==> src/rtl/cache_axi_bridge_pkg.sv <==
// Shared types and constants for the D-cache to AXI4 bridge.
package cache_axi_bridge_pkg;

  // Cache transfer-size encodings carried on rd_type / wr_type.
  typedef enum logic [2:0] {
    TYPE_BYTE  = 3'b000,
    TYPE_HALF  = 3'b001,
    TYPE_WORD  = 3'b010,
    TYPE_DWORD = 3'b011,
    TYPE_LINE  = 3'b100
  } xfer_type_e;

  localparam int LINE_BEATS  = 2;
  localparam int OFFSET_BITS = 4;

  localparam logic [1:0] BURST_INCR = 2'b01;
  localparam logic [1:0] RESP_OKAY  = 2'b00;

  typedef enum logic [1:0] {
    R_IDLE,
    R_AR,
    R_DATA
  } rd_state_e;

  typedef enum logic [1:0] {
    W_IDLE,
    W_BUSY,
    W_RESP
  } wr_state_e;

  function automatic logic is_line(input logic [2:0] t);
    return t == TYPE_LINE;
  endfunction

  // Line transfers start on the line boundary; single accesses keep their address.
  function automatic logic [31:0] axi_addr(input logic [2:0] t, input logic [31:0] a);
    return is_line(t) ? {a[31:OFFSET_BITS], {OFFSET_BITS{1'b0}}} : a;
  endfunction

  function automatic logic [7:0] axi_len(input logic [2:0] t);
    return is_line(t) ? 8'(LINE_BEATS - 1) : 8'd0;
  endfunction

  function automatic logic [2:0] axi_size(input logic [2:0] t);
    return is_line(t) ? 3'd3 : {1'b0, t[1:0]};
  endfunction

endpackage

==> src/rtl/cache_axi_bridge_if.sv <==
// AXI4 master bus of the bridge: AR/R/AW/W/B channels, 64-bit data.
interface cache_axi_bridge_if;
  logic        arvalid;
  logic        arready;
  logic [31:0] araddr;
  logic [3:0]  arid;
  logic [7:0]  arlen;
  logic [2:0]  arsize;
  logic [1:0]  arburst;

  logic        rvalid;
  logic        rready;
  logic [63:0] rdata;
  logic [1:0]  rresp;
  logic        rlast;

  logic        awvalid;
  logic        awready;
  logic [31:0] awaddr;
  logic [3:0]  awid;
  logic [7:0]  awlen;
  logic [2:0]  awsize;
  logic [1:0]  awburst;

  logic        wvalid;
  logic        wready;
  logic [63:0] wdata;
  logic [7:0]  wstrb;
  logic        wlast;

  logic        bvalid;
  logic        bready;
  logic [1:0]  bresp;

  modport master (
    output arvalid, araddr, arid, arlen, arsize, arburst,
    input  arready,
    input  rvalid, rdata, rresp, rlast,
    output rready,
    output awvalid, awaddr, awid, awlen, awsize, awburst,
    input  awready,
    output wvalid, wdata, wstrb, wlast,
    input  wready,
    input  bvalid, bresp,
    output bready
  );

  modport slave (
    input  arvalid, araddr, arid, arlen, arsize, arburst,
    output arready,
    output rvalid, rdata, rresp, rlast,
    input  rready,
    input  awvalid, awaddr, awid, awlen, awsize, awburst,
    output awready,
    input  wvalid, wdata, wstrb, wlast,
    output wready,
    output bvalid, bresp,
    input  bready
  );
endinterface

==> src/rtl/cache_axi_wr_ch.sv <==
// Write channel: accepts one cache write, issues AW and W concurrently, waits for B.
module cache_axi_wr_ch
  import cache_axi_bridge_pkg::*;
(
  input  logic         clk,
  input  logic         rst,
  input  logic         wr_req,
  input  logic [2:0]   wr_type,
  input  logic [31:0]  wr_addr,
  input  logic [7:0]   wr_wstb,
  input  logic [127:0] wr_data,
  output logic         wr_rdy,
  output logic         busy,
  output logic [27:0]  line,
  output logic         resp_err,
  output logic         awvalid,
  input  logic         awready,
  output logic [31:0]  awaddr,
  output logic [7:0]   awlen,
  output logic [2:0]   awsize,
  output logic         wvalid,
  input  logic         wready,
  output logic [63:0]  wdata,
  output logic [7:0]   wstrb,
  output logic         wlast,
  input  logic         bvalid,
  input  logic [1:0]   bresp,
  output logic         bready
);

  wr_state_e      state;
  logic           line_q;
  logic [7:0]     strb_q;
  logic [127:0]   data_q;
  logic           beat;
  logic           aw_done;
  logic           w_done;

  // A channel counts as finished if its valid already dropped or it handshakes now.
  assign aw_done = !awvalid || awready;
  assign w_done  = !wvalid || (wready && wlast);

  assign wr_rdy   = (state == W_IDLE);
  assign busy     = (state != W_IDLE);
  assign line     = awaddr[31:OFFSET_BITS];
  assign resp_err = bvalid && bready && (bresp != RESP_OKAY);

  assign wdata = beat ? data_q[127:64] : data_q[63:0];
  assign wstrb = line_q ? 8'hFF : strb_q;
  assign wlast = line_q ? (beat == 1'(LINE_BEATS - 1)) : 1'b1;

  // Write FSM: latch request, run AW and W independently, then collect B.
  always_ff @(posedge clk or negedge rst) begin
    if (!rst) begin
      // NOTE: the data/strobe holding registers are reset too, so wdata and the
      // address outputs read 0 while in reset rather than stale garbage.
      state   <= W_IDLE;
      line_q  <= 1'b0;
      strb_q  <= '0;
      data_q  <= '0;
      beat    <= 1'b0;
      awvalid <= 1'b0;
      awaddr  <= '0;
      awlen   <= '0;
      awsize  <= '0;
      wvalid  <= 1'b0;
      bready  <= 1'b0;
    end else begin
      // NOTE: all state updates are non-blocking so every register samples
      // pre-edge values and the block order does not matter.
      case (state)
        W_IDLE: begin
          if (wr_req) begin
            awaddr  <= axi_addr(wr_type, wr_addr);
            awlen   <= axi_len(wr_type);
            awsize  <= axi_size(wr_type);
            line_q  <= is_line(wr_type);
            strb_q  <= wr_wstb;
            data_q  <= wr_data;
            beat    <= 1'b0;
            awvalid <= 1'b1;
            wvalid  <= 1'b1;
            state   <= W_BUSY;
          end
        end
        W_BUSY: begin
          if (awvalid && awready) awvalid <= 1'b0;
          if (wvalid && wready) begin
            if (wlast) wvalid <= 1'b0;
            else       beat   <= beat + 1'b1;
          end
          if (aw_done && w_done) begin
            bready <= 1'b1;
            state  <= W_RESP;
          end
        end
        W_RESP: begin
          if (bvalid) begin
            bready <= 1'b0;
            state  <= W_IDLE;
          end
        end
        default: state <= W_IDLE;
      endcase
    end
  end

endmodule

==> src/rtl/cache_axi_bridge.sv <==
// D-cache miss/writeback port to AXI4 master: read FSM here, write channel in a sub-module.
module cache_axi_bridge
  import cache_axi_bridge_pkg::*;
#(
  parameter logic [3:0] AXI_ID = 4'd0
) (
  input  logic                clk,
  input  logic                rst,
  input  logic                rd_req,
  input  logic [2:0]          rd_type,
  input  logic [31:0]         rd_addr,
  output logic                rd_rdy,
  output logic                ret_valid,
  output logic                ret_last,
  output logic [63:0]         ret_data,
  input  logic                wr_req,
  input  logic [2:0]          wr_type,
  input  logic [31:0]         wr_addr,
  input  logic [7:0]          wr_wstb,
  input  logic [127:0]        wr_data,
  output logic                wr_rdy,
  output logic                bus_err,
  cache_axi_bridge_if.master  axi
);

  rd_state_e   rd_state;
  logic        ar_valid_q;
  logic [31:0] ar_addr_q;
  logic [7:0]  ar_len_q;
  logic [2:0]  ar_size_q;
  logic        wr_busy;
  logic [27:0] wr_line;
  logic        wr_resp_err;
  logic        hazard;

  // A read may not overtake a write to the same line, including one accepted this cycle.
  assign hazard = (wr_busy && (rd_addr[31:OFFSET_BITS] == wr_line)) ||
                  (wr_req && wr_rdy && (rd_addr[31:OFFSET_BITS] == wr_addr[31:OFFSET_BITS]));

  assign rd_rdy    = (rd_state == R_IDLE) && !hazard;
  assign axi.rready = (rd_state == R_DATA);
  assign ret_valid = axi.rready && axi.rvalid;
  assign ret_last  = ret_valid && axi.rlast;
  assign ret_data  = ret_valid ? axi.rdata : '0;

  assign axi.arvalid = ar_valid_q;
  assign axi.araddr  = ar_addr_q;
  assign axi.arlen   = ar_len_q;
  assign axi.arsize  = ar_size_q;
  assign axi.arid    = AXI_ID;
  assign axi.arburst = BURST_INCR;
  assign axi.awid    = AXI_ID;
  assign axi.awburst = BURST_INCR;

  // Read FSM: latch request, present AR until accepted, pass R beats until rlast.
  always_ff @(posedge clk or negedge rst) begin
    if (!rst) begin
      rd_state   <= R_IDLE;
      ar_valid_q <= 1'b0;
      ar_addr_q  <= '0;
      ar_len_q   <= '0;
      ar_size_q  <= '0;
    end else begin
      case (rd_state)
        R_IDLE: begin
          if (rd_req && rd_rdy) begin
            ar_addr_q  <= axi_addr(rd_type, rd_addr);
            ar_len_q   <= axi_len(rd_type);
            ar_size_q  <= axi_size(rd_type);
            ar_valid_q <= 1'b1;
            rd_state   <= R_AR;
          end
        end
        R_AR: begin
          if (axi.arready) begin
            ar_valid_q <= 1'b0;
            rd_state   <= R_DATA;
          end
        end
        R_DATA: begin
          if (axi.rvalid && axi.rlast) rd_state <= R_IDLE;
        end
        default: rd_state <= R_IDLE;
      endcase
    end
  end

  // Sticky error flag for any non-OKAY read or write response.
  always_ff @(posedge clk or negedge rst) begin
    if (!rst) begin
      bus_err <= 1'b0;
    end else if ((ret_valid && (axi.rresp != RESP_OKAY)) || wr_resp_err) begin
      bus_err <= 1'b1;
    end
  end

  cache_axi_wr_ch u_wr_ch (
    .clk      (clk),
    .rst      (rst),
    .wr_req   (wr_req),
    .wr_type  (wr_type),
    .wr_addr  (wr_addr),
    .wr_wstb  (wr_wstb),
    .wr_data  (wr_data),
    .wr_rdy   (wr_rdy),
    .busy     (wr_busy),
    .line     (wr_line),
    .resp_err (wr_resp_err),
    .awvalid  (axi.awvalid),
    .awready  (axi.awready),
    .awaddr   (axi.awaddr),
    .awlen    (axi.awlen),
    .awsize   (axi.awsize),
    .wvalid   (axi.wvalid),
    .wready   (axi.wready),
    .wdata    (axi.wdata),
    .wstrb    (axi.wstrb),
    .wlast    (axi.wlast),
    .bvalid   (axi.bvalid),
    .bresp    (axi.bresp),
    .bready   (axi.bready)
  );

endmodule

==> src/flat_wrapper.sv <==
// flat-port wrapper written by rule: the top's interface ports become plain ports
module cache_axi_bridge_flat import cache_axi_bridge_pkg::*;
#(
  parameter logic [3:0] AXI_ID = 4'd0
)
  (clk, rst, rd_req, rd_type, rd_addr, rd_rdy, ret_valid, ret_last, ret_data, wr_req, wr_type, wr_addr, wr_wstb, wr_data, wr_rdy, bus_err, axi_arvalid, axi_araddr, axi_arid, axi_arlen, axi_arsize, axi_arburst, axi_arready, axi_rvalid, axi_rdata, axi_rresp, axi_rlast, axi_rready, axi_awvalid, axi_awaddr, axi_awid, axi_awlen, axi_awsize, axi_awburst, axi_awready, axi_wvalid, axi_wdata, axi_wstrb, axi_wlast, axi_wready, axi_bvalid, axi_bresp, axi_bready);
  cache_axi_bridge_if axi_i ();
  input  logic clk;
  input  logic rst;
  input  logic rd_req;
  input  logic [2:0] rd_type;
  input  logic [31:0] rd_addr;
  output logic rd_rdy;
  output logic ret_valid;
  output logic ret_last;
  output logic [63:0] ret_data;
  input  logic wr_req;
  input  logic [2:0] wr_type;
  input  logic [31:0] wr_addr;
  input  logic [7:0] wr_wstb;
  input  logic [127:0] wr_data;
  output logic wr_rdy;
  output logic bus_err;
  output wire logic [$bits(axi_i.arvalid)-1:0] axi_arvalid;
  output wire logic [$bits(axi_i.araddr)-1:0] axi_araddr;
  output wire logic [$bits(axi_i.arid)-1:0] axi_arid;
  output wire logic [$bits(axi_i.arlen)-1:0] axi_arlen;
  output wire logic [$bits(axi_i.arsize)-1:0] axi_arsize;
  output wire logic [$bits(axi_i.arburst)-1:0] axi_arburst;
  input wire logic [$bits(axi_i.arready)-1:0] axi_arready;
  input wire logic [$bits(axi_i.rvalid)-1:0] axi_rvalid;
  input wire logic [$bits(axi_i.rdata)-1:0] axi_rdata;
  input wire logic [$bits(axi_i.rresp)-1:0] axi_rresp;
  input wire logic [$bits(axi_i.rlast)-1:0] axi_rlast;
  output wire logic [$bits(axi_i.rready)-1:0] axi_rready;
  output wire logic [$bits(axi_i.awvalid)-1:0] axi_awvalid;
  output wire logic [$bits(axi_i.awaddr)-1:0] axi_awaddr;
  output wire logic [$bits(axi_i.awid)-1:0] axi_awid;
  output wire logic [$bits(axi_i.awlen)-1:0] axi_awlen;
  output wire logic [$bits(axi_i.awsize)-1:0] axi_awsize;
  output wire logic [$bits(axi_i.awburst)-1:0] axi_awburst;
  input wire logic [$bits(axi_i.awready)-1:0] axi_awready;
  output wire logic [$bits(axi_i.wvalid)-1:0] axi_wvalid;
  output wire logic [$bits(axi_i.wdata)-1:0] axi_wdata;
  output wire logic [$bits(axi_i.wstrb)-1:0] axi_wstrb;
  output wire logic [$bits(axi_i.wlast)-1:0] axi_wlast;
  input wire logic [$bits(axi_i.wready)-1:0] axi_wready;
  input wire logic [$bits(axi_i.bvalid)-1:0] axi_bvalid;
  input wire logic [$bits(axi_i.bresp)-1:0] axi_bresp;
  output wire logic [$bits(axi_i.bready)-1:0] axi_bready;
  assign axi_arvalid = axi_i.arvalid;
  assign axi_araddr = axi_i.araddr;
  assign axi_arid = axi_i.arid;
  assign axi_arlen = axi_i.arlen;
  assign axi_arsize = axi_i.arsize;
  assign axi_arburst = axi_i.arburst;
  assign axi_i.arready = axi_arready;
  assign axi_i.rvalid = axi_rvalid;
  assign axi_i.rdata = axi_rdata;
  assign axi_i.rresp = axi_rresp;
  assign axi_i.rlast = axi_rlast;
  assign axi_rready = axi_i.rready;
  assign axi_awvalid = axi_i.awvalid;
  assign axi_awaddr = axi_i.awaddr;
  assign axi_awid = axi_i.awid;
  assign axi_awlen = axi_i.awlen;
  assign axi_awsize = axi_i.awsize;
  assign axi_awburst = axi_i.awburst;
  assign axi_i.awready = axi_awready;
  assign axi_wvalid = axi_i.wvalid;
  assign axi_wdata = axi_i.wdata;
  assign axi_wstrb = axi_i.wstrb;
  assign axi_wlast = axi_i.wlast;
  assign axi_i.wready = axi_wready;
  assign axi_i.bvalid = axi_bvalid;
  assign axi_i.bresp = axi_bresp;
  assign axi_bready = axi_i.bready;
  cache_axi_bridge #(.AXI_ID(AXI_ID)) u_core (.clk(clk), .rst(rst), .rd_req(rd_req), .rd_type(rd_type), .rd_addr(rd_addr), .rd_rdy(rd_rdy), .ret_valid(ret_valid), .ret_last(ret_last), .ret_data(ret_data), .wr_req(wr_req), .wr_type(wr_type), .wr_addr(wr_addr), .wr_wstb(wr_wstb), .wr_data(wr_data), .wr_rdy(wr_rdy), .bus_err(bus_err), .axi(axi_i));
endmodule
==> config.mk <==
export PLATFORM = sky130hd
export DESIGN_NAME = cache_axi_bridge_flat
export DESIGN_NICKNAME = d
export VERILOG_FILES = /design/src/rtl/cache_axi_bridge_pkg.sv /design/src/rtl/cache_axi_bridge_if.sv /design/src/rtl/cache_axi_wr_ch.sv /design/src/rtl/cache_axi_bridge.sv /design/src/flat_wrapper.sv
export SDC_FILE = /design/constraint.sdc
export NUM_CORES = 1
export LEC_CHECK = 0
export ABC_AREA = 1
export CAP_MARGIN = 10
export CORE_AREA = 2 2 207 209
export CTS_BUF_LIST = sky130_fd_sc_hd__clkbuf_4 sky130_fd_sc_hd__clkbuf_8
export DETAILED_ROUTE_END_ITERATION = 7
export DIE_AREA = 0 0 209 211
export GPL_ROUTABILITY_DRIVEN = 0
export GPL_TIMING_DRIVEN = 1
export PLACE_DENSITY = 0.53
export SYNTH_ARGS = -nofsm -noshare
export SYNTH_HDL_FRONTEND = slang
export SYNTH_SLANG_ARGS = --single-unit
==> constraint.sdc <==
create_clock -name clk -period 4.54 [get_ports clk]
set_input_delay 1.135 -clock clk [delete_from_list [all_inputs] [get_ports clk]]
set_output_delay 1.135 -clock clk [all_outputs]
set_load 0.05 [all_outputs]
### After elaboration in Yosys (flattened, before gate mapping)

Index checks and enable logic that the tools add are counted.

* flip-flop bits (word level): 233
* input port bits: 284
* word-level logic and storage cells: 109

* $add $sub $neg: 1
* equality and inequality tests: 18
* multiplexer cells: 34
* reductions and logical operators: 39

Operators with widths (number)
* $mux 64: 2
* $eq 28x28->1: 2
* $ne 2x2->1 const B: 10
* $mux 2: 8
* $logic_and 1x1->1: 15
* $reduce_and 3->1: 5
* $mux 1: 14
* $pmux 2 s3: 2
* $reduce_bool 2->1: 6
* $pmux 1 s2: 5
* $mux 4: 2
* $mux 8: 1
* $reduce_and 4->1: 2
* $eq 3x3->1 const B: 2
* $eq 2x1->1 const B: 2
* $eq 2x2->1 const B: 2
* $logic_not 2->1: 2
* $logic_or 1x1->1: 4
* $reduce_and 2->1: 2
* $logic_not 1->1: 3
* $add 1x1->1 const B: 1

### Depth between registers and ports, before layout

Gate-level depths: netlist of the first run.

* word-level depth: 9
* gate-level depth with buffers: 13
* depth with buffers taken out: 12

### Cells and area by module

A second synthesis of the first run with hierarchy kept.

* cells, all modules: 1588
* area total of the unflattened synthesis: 11234.5 um^2

By module, submodules not included
* cache_axi_wr_ch: times used 1, cells an instance 1011, area each 7896.3 um^2, seq. area each 4429.2 um^2
* cache_axi_bridge: times used 1, cells an instance 577, area each 3338.2 um^2, seq. area each 975.9 um^2

### Worst setup path before layout of the first run

Ideal clock, no wire load.

* path kind: flip-flop to output port
* start point: register u_core.rd_state[0]
* end point: output port ret_data[10]
* data arrival time: 2.336 ns
* required time: 3.405 ns
* setup slack: 1.069 ns
* stages on the path, launching flop included: 6
* cell sequence: dfrtp_1 -> nor2_1 -> nand2_1 -> clkbuf_1 -> clkbuf_1 -> nor2_1

* cells in the longest elaborated chain, start to end: 3

RTL lines
* start, declared: RTL line cache_axi_bridge.sv:26 `rd_state_e rd_state;`
* start signal, assigned: RTL line cache_axi_bridge.sv:58 `rd_state <= R_IDLE;`
* start signal, assigned: RTL line cache_axi_bridge.sv:71 `rd_state <= R_AR;`
* start signal, assigned: RTL line cache_axi_bridge.sv:77 `rd_state <= R_DATA;`
* $eq 2x2->1: RTL line cache_axi_bridge.sv:41 `assign axi.rready = (rd_state == R_DATA);`
* named net axi_rready: RTL line flat_wrapper.sv:35 `output wire logic [$bits(axi_i.rready)-1:0] axi_rready;`
* $logic_and 1x1->1: RTL line cache_axi_bridge.sv:42 `assign ret_valid = axi.rready && axi.rvalid;`
* $mux 64: RTL line cache_axi_bridge.sv:44 `assign ret_data = ret_valid ? axi.rdata : '0;`
* end, declared: RTL line flat_wrapper.sv:16 `output logic [63:0] ret_data;`

The timed path passes the listed nets, and every way through them passes these cells.

### Worst setup path in the final report of the first run

* start point: input port rd_addr[9]
* end point: output port rd_rdy

* cells in the longest elaborated chain, start to end: 5
* elaborated cells between the ends (all ways): 7

RTL lines
* start, declared: RTL line flat_wrapper.sv:12 `input logic [31:0] rd_addr;`
* $eq 28x28->1, on equally long branches: RTL line cache_axi_bridge.sv:37, cache_axi_bridge.sv:38
* $logic_and 1x1->1, on equally long branches: RTL line cache_axi_bridge.sv:37, cache_axi_bridge.sv:38
* $logic_or 1x1->1 *: RTL line cache_axi_bridge.sv:37 `assign hazard = (wr_busy && (rd_addr[31:OFFSET_BITS] == wr_line)) ||`
* $logic_not 1->1 *: RTL line cache_axi_bridge.sv:40 `assign rd_rdy = (rd_state == R_IDLE) && !hazard;`
* $logic_and 1x1->1 *: RTL line cache_axi_bridge.sv:40
* end, declared: RTL line flat_wrapper.sv:13 `output logic rd_rdy;`

Every way passes the cells marked *; elsewhere a longest branch is shown, timed or not.

==> impl_summary.log, run 1 <==
INFO  metric result_of_the_run = completed
INFO  metric clk_root_buffer_cell = sky130_fd_sc_hd__clkbuf_8
INFO  metric grt_util_all_layers = 20.11%
INFO  metric setup-violations-final = 0
INFO  metric synth_ff_type = sky130_fd_sc_hd__dfrtp_1
INFO  metric finalHoldViolations = 0
INFO  metric final-max-slew-violation-count = 0
INFO  metric dpl.hpwl = 33980 um
INFO  metric tritoncts = done
INFO  metric grt.overflow.total = 0
INFO  metric postSynth.asyncResetShare = 100.0%
INFO  metric yosysSeqAreaShare = around half
INFO  metric count_of_flip_flops_with_a_built_in_enable_after_synthesis = 0
INFO  metric min_period_over_period = 88.08%
INFO  metric port_buffers = 500
INFO  metric io_pins = 529
INFO  metric final_critical_path_setup_slack = 0.5413 ns
INFO  metric synth.ff_latch_count = 216
INFO  metric drive_gt1_share = 8.848%
INFO  metric starting_density_of_the_core = 25.95%
INFO  metric timing.setup.critical_path_class = input pin to output port
INFO  metric hold_path_class = flop to flop
INFO  metric cts_resized = 0
INFO  metric period_needed = 3.999 ns
INFO  metric worst_setup_path_start_kind = input pin
INFO  metric antenna_violations_before_repair = 10
INFO  metric cp_data_required_time = about 3.4 ns
INFO  metric crit_arrival = 2.86 ns
INFO  metric totalWireLength = 45190 um
INFO  metric design.core.area = 41760 um2
INFO  metric vias = 11.21k
INFO  metric fp.dieArea = 44100 um2
INFO  metric crit_fanout = 3
INFO  metric clk_pin_slew_worst_paths = 0.05 ns
INFO  metric clock_tree_buf_depth = 3
INFO  metric cts-buffers-inserted = 43
INFO  metric cts_num_sinks = 216
INFO  metric grt_max_degree = 187
INFO  metric max_slew.worst_pin.slew = approximately 0.99 ns
INFO  metric grt_pass1_vias = 11.36k
INFO  metric preCtsSetupSlack = 0.5185 ns
INFO  metric avgSynthCellArea = around 7.0 um2
INFO  metric maximum_clock_frequency = 250.1 MHz
INFO  metric cts-hold-fix-buffers = 0
INFO  metric layout.core_utilization = a little over 40%
INFO  metric nets = 2312
INFO  metric area_growth_syn_to_layout = 57.60%
INFO  metric drt.antenna.violating_nets = 0
INFO  metric post_cts_buffers = 0
INFO  metric cts_max_level = 2
INFO  metric max-slew-margin-rel = 34.04%
INFO  metric rsz0062_at_grt = no
INFO  metric setup.worst_path.end_class = output port
INFO  metric drc_violations = 0
INFO  metric grt_first_pass_wirelength = 67240 um
INFO  metric power.static_leakage = 0.008969 uW
INFO  metric row_count = 75
INFO  metric synth.cell_area = 10840 um2
INFO  metric setup_total_negative_slack = 0 ns
INFO  metric fp.dieW = 209 um
INFO  metric synth_cells = 1539
INFO  metric wl_per_cell = 17.35 um
INFO  metric power-per-cell-area = approximately 760 nW/um2
INFO  metric avgViaCountPerCell = 4.304
INFO  metric drt-pass1-iter-count = 5
INFO  metric timing.max_cap.violations = 0
INFO  metric insertion_delay = 0.61 ns
INFO  metric fp.dieH = ~210 um
INFO  metric ys_types = 31
INFO  metric timing.hold.ws = around 0.46 ns
INFO  metric final.setup_skew = 0.02329 ns
INFO  metric synth-warning-count = 0
INFO  metric peakVddDrop = 411.9 uV
INFO  metric detailedRoute.firstIterationViolations = 506
routing by layer:
metal  track usage (%)  vias to the layer above  wire [um]
li1                  -                     5535          -
met1             23.66                     5175      18330
met5                 0                        -         16
met2             33.57                      433      21300
met4             6.355                        2        959
met3             8.073                       63       4577
stage by stage:
step	total power [uW]	instances	instance area [um2]
floorplan	8167	1565	10930
global placement	10940	2522	16150
detailed placement	10990	2522	16150
CTS	13180	2596	17060
global route	13820	2599	17060
finish	12980	2604	17080
registers in the layout, indices dropped and copies added, names as in the netlist:
name and count:
u_core.axi.araddr 32, u_core.axi.arlen 1, u_core.axi.arsize 2, u_core.axi.arvalid 1, u_core.bus_err 1, u_core.rd_state 2
u_core.u_wr_ch.awaddr 32, u_core.u_wr_ch.awlen 1, u_core.u_wr_ch.awsize 2, u_core.u_wr_ch.awvalid 1, u_core.u_wr_ch.beat 1, u_core.u_wr_ch.bready 1
u_core.u_wr_ch.data_q 128, u_core.u_wr_ch.state 2, u_core.u_wr_ch.strb_q 8, u_core.u_wr_ch.wvalid 1
worst max-delay path: stages:
cell	delay (ns)
sky130_fd_sc_hd__clkdlybuf4s50_1	0.53
sky130_fd_sc_hd__inv_1	0.08
sky130_fd_sc_hd__nand2_1	0.06
sky130_fd_sc_hd__nand2_1	0.05
sky130_fd_sc_hd__nor2_1	0.19
sky130_fd_sc_hd__nand2_1	0.08
sky130_fd_sc_hd__nor2_1	0.09
sky130_fd_sc_hd__nand2_1	0.06
sky130_fd_sc_hd__nor2_1	0.19
sky130_fd_sc_hd__nor2_4	0.04
sky130_fd_sc_hd__and2_1	0.19
sky130_fd_sc_hd__buf_12	0.17
final cells by class:
class | count | area (um2)
fillers | 4385 | 24680
flip-flops and latches | 216 | 5406
repair buffers | 518 | 5052
multi-input cells | 1102 | 4464
clock buffers | 70 | 869.6
well taps | 539 | 674.4
inverters | 147 | 554.3
clock inverters | 4 | 35.03
diodes | 8 | 20.02
cells in the final DEF (no fill, tap or decap):
cell,count
sky130_fd_sc_hd__nor2_1,106
sky130_fd_sc_hd__inv_2,3
sky130_fd_sc_hd__xor2_1,6
sky130_fd_sc_hd__nand3b_1,1
sky130_fd_sc_hd__nand4_1,44
sky130_fd_sc_hd__buf_8,1
sky130_fd_sc_hd__nor3_1,1
sky130_fd_sc_hd__a22o_1,4
sky130_fd_sc_hd__nand3_1,9
sky130_fd_sc_hd__or2_0,1
sky130_fd_sc_hd__conb_1,28
sky130_fd_sc_hd__nand2_4,1
sky130_fd_sc_hd__clkbuf_4,15
sky130_fd_sc_hd__dfrtp_2,1
sky130_fd_sc_hd__clkinvlp_4,1
sky130_fd_sc_hd__o21ai_1,3
sky130_fd_sc_hd__inv_4,1
sky130_fd_sc_hd__o31ai_1,1
sky130_fd_sc_hd__inv_8,2
sky130_fd_sc_hd__nand2_1,844
sky130_fd_sc_hd__and2_1,1
sky130_fd_sc_hd__or2_2,10
sky130_fd_sc_hd__buf_4,79
sky130_fd_sc_hd__diode_2,8
sky130_fd_sc_hd__buf_12,6
sky130_fd_sc_hd__nand3_4,1
sky130_fd_sc_hd__dfrtp_1,215
sky130_fd_sc_hd__inv_1,143
sky130_fd_sc_hd__nand2_2,2
sky130_fd_sc_hd__a21oi_1,3
sky130_fd_sc_hd__clkdlybuf4s50_1,432
sky130_fd_sc_hd__clkbuf_8,55
sky130_fd_sc_hd__xnor2_1,6
sky130_fd_sc_hd__nor2_2,1
sky130_fd_sc_hd__nor2_4,2
sky130_fd_sc_hd__clkinv_2,1
sky130_fd_sc_hd__o21ai_0,26
sky130_fd_sc_hd__o211ai_1,1
power by group:
group / leakage (uW) / switching [uW] / total, uW / internal [uW]
sequential: 0.00266 / 577 / 3430 / 2850
combinational: 0.00583 / 5140 / 7450 / 2310
clock: 0.000481 / 897 / 2110 / 1210
total: 0.00897 / 6620 / 13000 / 6370
worst paths after layout:
kind                                          start                          to  slack (ns)  cells past startpoint
hold / removal             u_core.u_wr_ch.strb_q[4]    u_core.u_wr_ch.strb_q[4]        0.46                      2
max in group asynchronous                       rst  u_core.u_wr_ch.data_q[109]        3.10                      2
setup / recovery                         rd_addr[9]                      rd_rdy        0.54                     12
hold reg to reg            u_core.u_wr_ch.strb_q[4]    u_core.u_wr_ch.strb_q[4]        0.46                      2
min in group asynchronous                       rst   u_core.u_wr_ch.data_q[22]        0.58                      1
setup reg to reg            u_core.u_wr_ch.state[1]    u_core.u_wr_ch.awsize[0]        1.99                      7
synthesized netlist by cell type (2+ instances only):
cell,count,area share [%]
sky130_fd_sc_hd__a21oi_1,3,0.14
sky130_fd_sc_hd__a22o_1,4,0.32
sky130_fd_sc_hd__buf_1,4,0.14
sky130_fd_sc_hd__buf_2,6,0.28
sky130_fd_sc_hd__buf_4,29,2.0
sky130_fd_sc_hd__buf_6,3,0.31
sky130_fd_sc_hd__clkbuf_1,58,2.0
sky130_fd_sc_hd__conb_1,2,0.069
sky130_fd_sc_hd__dfrtp_1,216,50
sky130_fd_sc_hd__inv_1,145,5.0
sky130_fd_sc_hd__inv_2,2,0.069
sky130_fd_sc_hd__nand2_1,845,29
sky130_fd_sc_hd__nand3_1,9,0.42
sky130_fd_sc_hd__nand4_1,44,2.5
sky130_fd_sc_hd__nor2_1,106,3.7
sky130_fd_sc_hd__nor2_4,2,0.21
sky130_fd_sc_hd__o21ai_0,26,1.2
sky130_fd_sc_hd__o21ai_1,3,0.14
sky130_fd_sc_hd__or2_2,10,0.58
sky130_fd_sc_hd__xnor2_1,6,0.48
sky130_fd_sc_hd__xor2_1,6,0.48
logic make-up after synthesis:
group	after synthesis	share of synthesized area [%]
other cells	2	0.06931
xor+xnor	12	0.9700
flops	216	49.88
buf+inv	247	9.838
compound gates	38	1.940
simple gates	1024	37.30
Power figures use the tool's default switching activity.
==> run 2: changes to the inputs <==
Settings changed: GPL_ROUTABILITY_DRIVEN 0 to not set.
==> results of run 2 <==
The final DEF is identical to that of run 1; final timing and power are the same.
==> run 3: changes to the inputs <==
Settings changed: CORE_AREA 2 2 207 209 to 2 2 205 207, DIE_AREA 0 0 209 211 to 0 0 207 209, PLACE_DENSITY 0.53 to 0.54, SLEW_MARGIN set to 20.
==> run 3 against run 2 <==
  * Clock-buffer cell count shrank 6
  * First-iteration DRC count up 19%
  * Critical endpoint unchanged
  * Power is 0.37% lower
  * Worst hold slack improved by 0.0029 ns
  * Die area shrank 1.9%
  * Sequential power barely moved
  * Combinational power fell by 0.8%
  * Critical path type unchanged
==> impl_summary.log, run 3 (synthesis results as in run 1) <==
INFO  metric result_of_the_run = completed
INFO  metric starting_density_of_the_core = about a quarter
INFO  metric max-slew-margin-rel = approximately 33%
INFO  metric timing.hold.ws = 0.4634 ns
INFO  metric gr-max-usage-layer = met2
INFO  metric avgViaCountPerCell = 4.312
INFO  metric critical_path.cell_chain = clkdlybuf4s50_1 > inv_1 > nand2_1 > o21ai_1 > nor2_1 > nand2_1 > nor2_1 > nand2_1 > nor2_1 > nor2_4 > and2_1 > buf_4
INFO  metric clk_root_buffer_cell = sky130_fd_sc_hd__clkbuf_8
INFO  metric total_power = 12930 uW
INFO  metric timing.max_cap.violations = 0
INFO  metric peakVddDrop = 483.9 uV
INFO  metric cts_max_level = 2
INFO  metric largest_reg_flops = approximately 130
INFO  metric p_int = 6382 uW
INFO  metric rsz0062_at_grt = no
INFO  metric seq_power_share = 26.4%
INFO  metric post_cts_buffers = 0
INFO  metric power.share.combinational = 57.1%
INFO  metric drt.antenna.violating_nets = 0
INFO  metric design.core.area = 41290 um2
INFO  metric grt_pass1_vias = 11.03k
INFO  metric tritoncts = done
INFO  metric fp.dieW = 207 um
INFO  metric min_period_over_period = 86.67%
INFO  metric crit_fanout = 4
INFO  metric cts-buffers-inserted = 42
INFO  metric vias = 11.19k
INFO  metric grt.overflow.total = 0
INFO  metric area_growth_syn_to_layout = 57.06%
INFO  metric antenna_violations_before_repair = 9
INFO  metric grt_util_all_layers = 19.90%
INFO  metric period_needed = 3.935 ns
INFO  metric io_pins = 529
INFO  metric dpl.hpwl = 32690 um
INFO  metric max_flop_register = u_core.u_wr_ch.data_q
INFO  metric cts_resized = 0
INFO  metric max_slew.worst_pin.slew = about 1 ns
INFO  metric max_stage_delay = 0.59 ns
INFO  metric clk_pin_slew_worst_paths = 0.05 ns
INFO  metric groute.layer.met1.usage = roughly a quarter
INFO  metric insertion_delay = 0.60 ns
INFO  metric critical_path.n_buffers_inverters = 3
INFO  metric cts_num_sinks = 216
INFO  metric cp_data_required_time = between 3 and 4 ns
INFO  metric gpl.final_weighted_congestion = between 0.8 and 0.9
INFO  metric hold_path_class = flop to flop
INFO  metric final.setup_skew = approximately 0.040 ns
INFO  metric port_buffers = 500
INFO  metric fp.dieH = roughly 210 um
INFO  metric wl_per_cell = 17.05 um
INFO  metric detailedRoute.firstIterationViolations = approximately 600
INFO  metric setup_total_negative_slack = 0 ns
INFO  metric drive_gt1_share = 8.492%
INFO  metric totalWireLength = 44230 um
INFO  metric power_spent_charging_and_discharging_nets = 6552 uW
INFO  metric global_route.usage.met2 = about a third
INFO  metric drc_violations = 0
INFO  metric power.static_leakage = about 0.0089 uW
INFO  metric drt-pass1-iter-count = 5
INFO  metric grt_first_pass_wirelength = between 60000 and 70000 um
INFO  metric timing.setup.critical_path_class = input pin to output port
INFO  metric worst_path_dominant_cell_family = buffers and inverters
INFO  metric row_count = 75
INFO  metric finalHoldViolations = 0
INFO  metric worst_setup_path_start_kind = input pin
INFO  metric slowest_stage = sky130_fd_sc_hd__clkdlybuf4s50_1
INFO  metric cts-hold-fix-buffers = 0
INFO  metric most_frequent_cells_in_the_layout = sky130_fd_sc_hd__nand2_1 (844), sky130_fd_sc_hd__clkdlybuf4s50_1 (432), sky130_fd_sc_hd__dfrtp_1 (215)
INFO  metric clock_tree_buf_depth = 3
INFO  metric setup.worst_path.end_class = output port
INFO  metric setup-violations-final = 0
INFO  metric grt_max_degree = 187
INFO  metric maximum_clock_frequency = ~250 MHz
INFO  metric globalRouteMet3Util = 8.536%
INFO  metric mostFrequentLayoutCell = sky130_fd_sc_hd__nand2_1
INFO  metric final-max-slew-violation-count = 0
INFO  metric power_frac_clock = roughly 16%
INFO  metric power.share.switching = 50.65%
INFO  metric fp.dieArea = 43260 um2
INFO  metric nets = roughly 2.3k
INFO  metric crit_arrival = around 2.8 ns
INFO  metric power-per-cell-area = approximately 760 nW/um2
run 3: changes by cell type in the layout (fill, tap and decap cells not counted), sizes merged, moves of 2 or more:
cell    delta
diode      -2
bufinv     +2
clkbuf     -6
clkinv     +2
buf        -3
inv        -2
run 3: final timing paths:
check                           slack [ns]                        end                     start  depth (start not counted)
max in group asynchronous             3.03  u_core.u_wr_ch.data_q[46]                       rst                          2
worst max-delay path                  0.61                     rd_rdy               rd_addr[15]                         12
worst min-delay path                  0.46   u_core.u_wr_ch.strb_q[6]  u_core.u_wr_ch.strb_q[6]                          2
worst min register to register        0.46   u_core.u_wr_ch.strb_q[6]  u_core.u_wr_ch.strb_q[6]                          2
min in group asynchronous             0.57  u_core.u_wr_ch.data_q[20]                       rst                          1
worst max register to register        2.18      u_core.axi.araddr[16]   u_core.u_wr_ch.state[1]                         13
run 3: per-layer routing:
layer / share of wire (%) / wire, um
met1: 40 / 17620
met2: 48 / 21020
met3: 9.9 / 4373
met4: 2.7 / 1181
met5: 0.059 / 26
run 3: worst min-delay path: stages, from the launching register on:
cell                      delay [ns]
sky130_fd_sc_hd__dfrtp_1        0.33
sky130_fd_sc_hd__nand2_1        0.05
sky130_fd_sc_hd__nand2_1        0.05
run 3: area by class of cell:
cell class / count / area [um2]
clock inverter: 5 / 86.33
inverter: 147 / 554.3
sequential: 216 / 5406
fill: 4285 / 24270
antenna: 6 / 15.01
tap: 539 / 674.4
clock buffer: 64 / 812.0
timing repair buffer: 515 / 5005
multi-input combinational: 1102 / 4464
run 3: metrics by stage:
stage	setup slack, ns	utilization (%)	cells	area [um2]
after floorplan	1.069	-	1565	10930
final	0.6050	41.22	2594	17020
after global placement	0.5983	39.00	2519	16100
after detailed placement	0.6010	39.00	2519	16100
after CTS	0.4986	41.18	2588	17000
after global routing	0.4171	41.20	2592	17010
run 3: power groups by stage:
stage               clock network (uW)  logic [uW]  registers [uW]
floorplan                            0        3790            4370
global placement                     0        7440            3410
detailed placement                   0        7460            3440
CTS                               2210        7490            3420
global route                      2300        7920            3530
finish                            2130        7390            3420
